**src/rtl/plab4_net_router_domain_sched.sv**
```systemverilog
// Shares one router input port's arbiter request lines between two security domains.
// TDM mode rotates ownership on fixed slots; RR mode is work-conserving round-robin.
module plab4_net_router_domain_sched #(
  parameter  int p_slot_cycles = 4,
  localparam int c_cnt_nbits   = $clog2(p_slot_cycles)
) (
  input  logic       clk,
  input  logic       reset,
  input  logic       tdm_en,
  input  logic [2:0] reqs_d1,
  input  logic [2:0] reqs_d2,
  input  logic [2:0] grants,
  output logic [2:0] reqs,
  output logic [2:0] grants_d1,
  output logic [2:0] grants_d2,
  output logic       domain,
  output logic       xfer
);

  localparam logic [c_cnt_nbits-1:0] c_slot_last = c_cnt_nbits'(p_slot_cycles - 1);

  logic                   owner;
  logic [c_cnt_nbits-1:0] slot_cnt;
  logic                   rr_ptr;
  logic                   last_dom;
  logic                   tdm_q;

  logic       tdm_mode;
  logic       sel;
  logic [2:0] fwd;
  logic       xfer_int;

  // TDM only once tdm_en has been seen for a full cycle; the entry cycle runs as RR
  assign tdm_mode = tdm_en & tdm_q;

  always_comb begin
    sel = last_dom;
    if (tdm_mode)                   sel = owner;
    else if ((|reqs_d1) && !(|reqs_d2)) sel = 1'b0;
    else if (!(|reqs_d1) && (|reqs_d2)) sel = 1'b1;
    else if ((|reqs_d1) && (|reqs_d2))  sel = rr_ptr;
  end

  assign fwd      = sel ? reqs_d2 : reqs_d1;
  assign xfer_int = |(fwd & grants);

  assign reqs      = reset ? 3'b000 : fwd;
  assign grants_d1 = (reset || sel)  ? 3'b000 : grants;
  assign grants_d2 = (reset || !sel) ? 3'b000 : grants;
  assign domain    = reset ? 1'b0 : sel;
  assign xfer      = reset ? 1'b0 : xfer_int;

  always_ff @(posedge clk or posedge reset) begin
    if (reset) begin
      owner    <= 1'b0;
      slot_cnt <= '0;
      rr_ptr   <= 1'b0;
      last_dom <= 1'b0;
      tdm_q    <= 1'b0;
    end else begin
      tdm_q <= tdm_en;
      if (tdm_mode) begin
        if (slot_cnt == c_slot_last) begin
          slot_cnt <= '0;
          owner    <= ~owner;
        end else begin
          slot_cnt <= slot_cnt + 1'b1;
        end
      end else begin
        last_dom <= sel;
        if (xfer_int) rr_ptr <= ~sel;
        if (tdm_en && !tdm_q) begin
          owner    <= 1'b0;
          slot_cnt <= '0;
        end
      end
    end
  end

endmodule

```
**config.mk**
```make
export PLATFORM = sky130hd
export DESIGN_NAME = plab4_net_router_domain_sched
export DESIGN_NICKNAME = d
export VERILOG_FILES = /design/src/rtl/plab4_net_router_domain_sched.sv
export SDC_FILE = /design/constraint.sdc
export NUM_CORES = 1
export LEC_CHECK = 0
export CAP_MARGIN = 20
export CELL_PAD_IN_SITES_DETAIL_PLACEMENT = 1
export CELL_PAD_IN_SITES_GLOBAL_PLACEMENT = 2
export CORE_ASPECT_RATIO = 0.9
export CORE_UTILIZATION = 22
export CTS_CLUSTER_SIZE = 10
export DETAILED_ROUTE_END_ITERATION = 12
export PLACE_DENSITY = 0.79
export SYNTH_ARGS = -nofsm -noshare
export SYNTH_HDL_FRONTEND = slang
export SYNTH_SLANG_ARGS = --single-unit
```
**constraint.sdc**
```tcl
create_clock -name clk -period 5.1 [get_ports clk]
set_input_delay 1.53 -clock clk [delete_from_list [all_inputs] [get_ports clk]]
set_output_delay 1.53 -clock clk [all_outputs]
set_load 0.01 [all_outputs]
```
Word-level counts from Yosys, hierarchy flattened
Cells that the tools add are included.
Widths: inputs -> output; s select.
{"block": "op_classes", "add_sub_neg": 1, "reduce_logical": 16, "n_eq_ne": 2, "n_mux": 16, "n_bitwise": 5}
{"cell": "$mux 3", "count": 4}
{"cell": "$mux 1", "count": 9}
{"cell": "$reduce_or 3->1", "count": 3}
{"cell": "$mux 2", "count": 3}
{"cell": "$logic_and 1x1->1", "count": 4}
{"cell": "$logic_not 1->1", "count": 4}
{"cell": "$reduce_and 2->1", "count": 2}
{"cell": "$and 3x3->3", "count": 1}
{"cell": "$not 1->1", "count": 3}
{"cell": "$add 2x1->2 const B", "count": 1}
{"cell": "$eq 2x2->1 const B", "count": 1}
{"cell": "$logic_or 1x1->1", "count": 2}
{"cell": "$ne 2x1->1 const B", "count": 1}
{"cell": "$reduce_bool 2->1", "count": 1}
{"cell": "$and 1x1->1", "count": 1}
{"block": "totals", "out_inout_bits": 11, "elab_cells": 45, "register_bits": 6}

Depth between registers and ports, before layout
{"block": "depth", "depth_word": 10, "mapped_depth": 4, "depth_no_buf": 4}

Worst setup path after synthesis
OpenSTA, ideal clock, no wires.
{"block": "synth_timing", "kind": "input -> output", "start": "in reqs_d1[2]", "end": "out grants_d2[0]", "path_buffers": 0, "setup_slack_ns": 0.915, "stages": 4, "arrival_time_ns": 2.655, "required_ns": 3.570, "cell_sequence": "or3_1 o211ai_2 nand2_1 nor3b_1"}
{"block": "synth_via", "elab_chain_len": 9, "word_cells_on_any_way": 12, "classes_between": "mux: 5; reduce/logical: 7"}
{"element": "start: declaration", "line_no": "10", "source": "input logic [2:0] reqs_d1,"}
{"element": "$reduce_or 3->1 *", "line_no": "39, 40, 41"}
{"element": "$logic_and 1x1->1 / $logic_not 1->1 (equally long branches)", "line_no": "41, 40"}
{"element": "$mux 1 / $logic_and 1x1->1 (equally long branches)", "line_no": "41, 40"}
{"element": "$mux 1", "line_no": "40", "source": "else if (!(|reqs_d1) && (|reqs_d2)) sel = 1'b1;"}
{"element": "$mux 1 *", "line_no": "39", "source": "else if ((|reqs_d1) && !(|reqs_d2)) sel = 1'b0;"}
{"element": "$mux 1 *", "line_no": "38", "source": "if (tdm_mode) sel = owner;"}
{"element": "$logic_not 1->1 *", "line_no": "49", "source": "assign grants_d2 = (reset || !sel) ? 3'b000 : grants;"}
{"element": "$logic_or 1x1->1 *", "line_no": "49"}
{"element": "$mux 3 *", "line_no": "49"}
{"element": "end: declaration", "line_no": "15", "source": "output logic [2:0] grants_d2,"}
Every way passes the cells marked *; elsewhere a longest branch is shown, timed or not.

Worst setup path after layout
{"block": "layout_timing", "start": "in reqs_d2[0]", "end": "out xfer"}
{"block": "layout_via", "elab_chain_len": 10, "word_cells_on_any_way": 13, "classes_between": "mux: 6; bitwise: 1; reduce/logical: 6"}
{"element": "start: declaration", "line_no": "11", "source": "input logic [2:0] reqs_d2,"}
{"element": "$reduce_or 3->1", "line_no": "39, 40, 41"}
{"element": "$logic_and 1x1->1", "line_no": "41", "source": "else if ((|reqs_d1) && (|reqs_d2)) sel = rr_ptr;"}
{"element": "$mux 1", "line_no": "41"}
{"element": "$mux 1", "line_no": "40"}
{"element": "$mux 1", "line_no": "39"}
{"element": "$mux 1", "line_no": "38"}
{"element": "$mux 3 *", "line_no": "44", "source": "assign fwd = sel ? reqs_d2 : reqs_d1;"}
{"element": "$and 3x3->3 *", "line_no": "45", "source": "assign xfer_int = |(fwd & grants);"}
{"element": "$reduce_or 3->1 *", "line_no": "45"}
{"element": "$mux 1 *", "line_no": "51", "source": "assign xfer = reset ? 1'b0 : xfer_int;"}
{"element": "end: declaration", "line_no": "17", "source": "output logic xfer"}
Marked as above.

==> metrics.txt <==
Area contributors post-synth dfrtp_1 31%, and3_1 6.5%, nor3b_1 4.7%, o31ai_1 4.7%, nand3_1 4.1%; final setup violation count 0; critical path type in -> out; crit-path cells clkdlybuf4s50_1 > or3_1 > a311oi_2 > a211oi_1 > nor2_1 > clkdlybuf4s50_1; CP Capture Type primary output; Syn Inst Count 58; share of the synthesized area in the top cell type 31.01%; Final GP Congestion 0.7360; largest net degree at the start of global routing 10; final WL 1.558 mm; hpwl dp 1.254 mm; Post-synth EDFFs 0; Worst-Skew Late Latency 0.24 ns; Max Clock Skew 0.004871 ns; DR vias/cell 5.036; switching power 73.06 uW; GRT Util Overall 15.30%; total power 211.4 uW; remaining global-route overflow 0; Synth Cell Area 484.2 um2; commonest cells in the netlist 6 x dfrtp_1, 5 x and3_1, 4 x nand2_1, 4 x nand3_1, 4 x o21ai_0; synth unique cells 28; Initial Utilization 24.34%; main combinational cell family by area after synthesis simple AND/OR/NAND/NOR gates; Worst-Margin Slew 0.3235 ns; WL/cell 13.91 um; RSZ-0062 raised after global routing no; number of antenna violations at the first check in global routing 0; Hold Crit Class reg -> reg; DR pass1 iterations 4; Mapped Avg Cell Area 8.349 um2; core area 1989 um2; largest stage delay on the critical path 0.54 ns; post-route cell area 824.5 um2; simple logic cell fraction of the synthesized area 34.37%; post-synthesis mux area share 0%; CP arrival 3.45 ns; sw frac 34.55%; crit-path most repeated cell clkdlybuf4s50_1; # Post-CTS Setup Buffers 0; Final #Nets 102; drc violations 0; Seq/Total Area, Yosys 31.01%; Max Fanout on Critical Path 5; max_cap viols 0; count leader, synth dfrtp_1; Leak 0.4265 nW; sequential fraction of design power 31.8%; critical path's top delay family buffers and inverters; vias after detailed routing 564; die width 51.45 um; Setup crit start kind input pin; Synth Register Bits 6; xor and xnor area share after synthesis 0%; part of the power in the clock network 20.7%; die area 2393 um2; Worst Path Buf+Inv 2; Fmax 201.0 MHz; CP required 3.57 ns; outcome finished, final reports clean; share of post-route cells with drive strength above 1 19.54%; slowest CP cell clkdlybuf4s50_1; vias in the first global route 570; clk root buf clkbuf_4; Max VDD drop 0.0001245 V; share of flip-flops with an asynchronous set or reset 100.0%; Layout area overhead 70.28%; Detail Route Antenna Nets 0; crit share post-route 97.57%; Rows 15; CTS buffer count 3; slew margin rel. 78.23%; cell internal pwr 138.4 uW; Compound-Gate Fraction of Synth Area 28.94%; Synthesis Warnings 0; Max Transition Viols Final 0; Hold-fix buffers, CTS 0; Syn Nets 71; number of DRC markers in iteration 0 15; hold_ws 0.4935 ns; Die Y 46.51 um; final hold vios 0; combinational fraction of design power 47.5%; Placed Instances 109; Reg clk slew, reported paths 0.05 ns; Yosys top cell by area dfrtp_1; adder-cell share of the synthesized area 2.584%; global-route wire length before repair 2.635 mm; Primary FF master, synth dfrtp_1; clock sink count 6; Layout Cells excl Fill 112; deepest level of the CTS H-tree 1; DP Area 769.5 um2; Inserted Diodes 0; PwrDens 256.4 nW/um2; IO Count 23; CTS tree yes; Port Buf Inserts 22; Final min period 4.976 ns; CTS Buffer Depth 2
[registers in the layout (all words and copies together), names as in the netlist]
signal and cells:
owner 1, tdm_q 1, last_dom 1, slot_cnt 2, rr_ptr 1
[layout make-up]
cell class                      instances  area (um2)
Fill cell                             248        1165
Multi-Input combinational cell         48       339.1
Timing Repair Buffer                   27       270.3
Sequential cell                         6       150.1
Tap cell                               25       31.28
Clock buffer                            3       22.52
Inverter                                3       11.26
[placed cells by master (no fill, tap or decap), types with 2 or more instances in the layout]
cell type        Yosys  layout
dlymetal6s2s_1       0       6
a311oi_2             0       2
a21oi_1              3       3
nand3_1              4       4
o21ai_0              4       4
inv_1                3       3
and3_1               5       5
o31ai_1              3       2
nand2_1              4       3
buf_4                0       5
clkdlybuf4s50_1      0      14
or3_1                2       2
nor3b_1              3       3
dlygate4sd2_1        0       2
dfrtp_1              6       6
clkbuf_4             0       3
nor2_1               3       3
[per-stage QoR]
stage	utilization, %	setup TNS [ns]	setup WS [ns]
CTS	39.81	0	0.01359
detailed placement	38.68	-0.05200	-0.03558
global placement	38.68	-0.01365	-0.007886
floorplan	-	0	0.9155
finish	41.45	0	0.1240
global route	41.45	0	0.01436
[layer usage]
metal / global-route usage (%) / vias up / wire, um
li1: - / 284 / -
met1: 19.61 / 258 / 739
met2: 24.68 / 22 / 698
met3: 2.640 / 0 / 120
met4: 8.108 / 0 / 0
met5: 0 / - / 0
[logic make-up after synthesis]
logic type	after synthesis
and+or+nand+nor	28
AOI/OAI and AO/OA	19
DFF	6
buffers and inverters	4
adders and majority gates	1
[final timing paths]
kind                                 startpoint                       to  slack [ns]  depth (start not counted)
max                                  reqs_d2[0]                     xfer        0.12                          6
min                        last_dom$_DFFE_PP0N_     last_dom$_DFFE_PP0N_        0.49                          1
max reg2reg                     tdm_q$_DFF_PP0_       rr_ptr$_DFFE_PP0P_        3.53                          4
min reg2reg                last_dom$_DFFE_PP0N_     last_dom$_DFFE_PP0N_        0.49                          1
max in group asynchronous                 reset       rr_ptr$_DFFE_PP0P_        3.13                          3
min in group asynchronous                 reset  slot_cnt[0]$_DFFE_PP0P_        1.85                          3
[worst reg2reg max path, cell delays in order, from the launching register on]
cell and delay [ns]:
dfrtp_1 0.43, nand2_1 0.23, a311oi_2 0.30, a211oi_1 0.09, a221o_2 0.40
[power groups by stage]
stage / combinational (mW) / clock (mW) / sequential [mW]
finish: 0.100 / 0.0438 / 0.0672
global route: 0.112 / 0.0498 / 0.0680
CTS: 0.100 / 0.0472 / 0.0659
detailed placement: 0.101 / 0 / 0.0666
global placement: 0.0998 / 0 / 0.0664
floorplan: 0.0525 / 0 / 0.0642
[repair_timing]
item | in CTS | in global routing
gates resized for setup | 3 | 9
setup endpoints to repair | 3 | 8
pin swaps | 0 | 1
(Power assumes the default switching activity.)
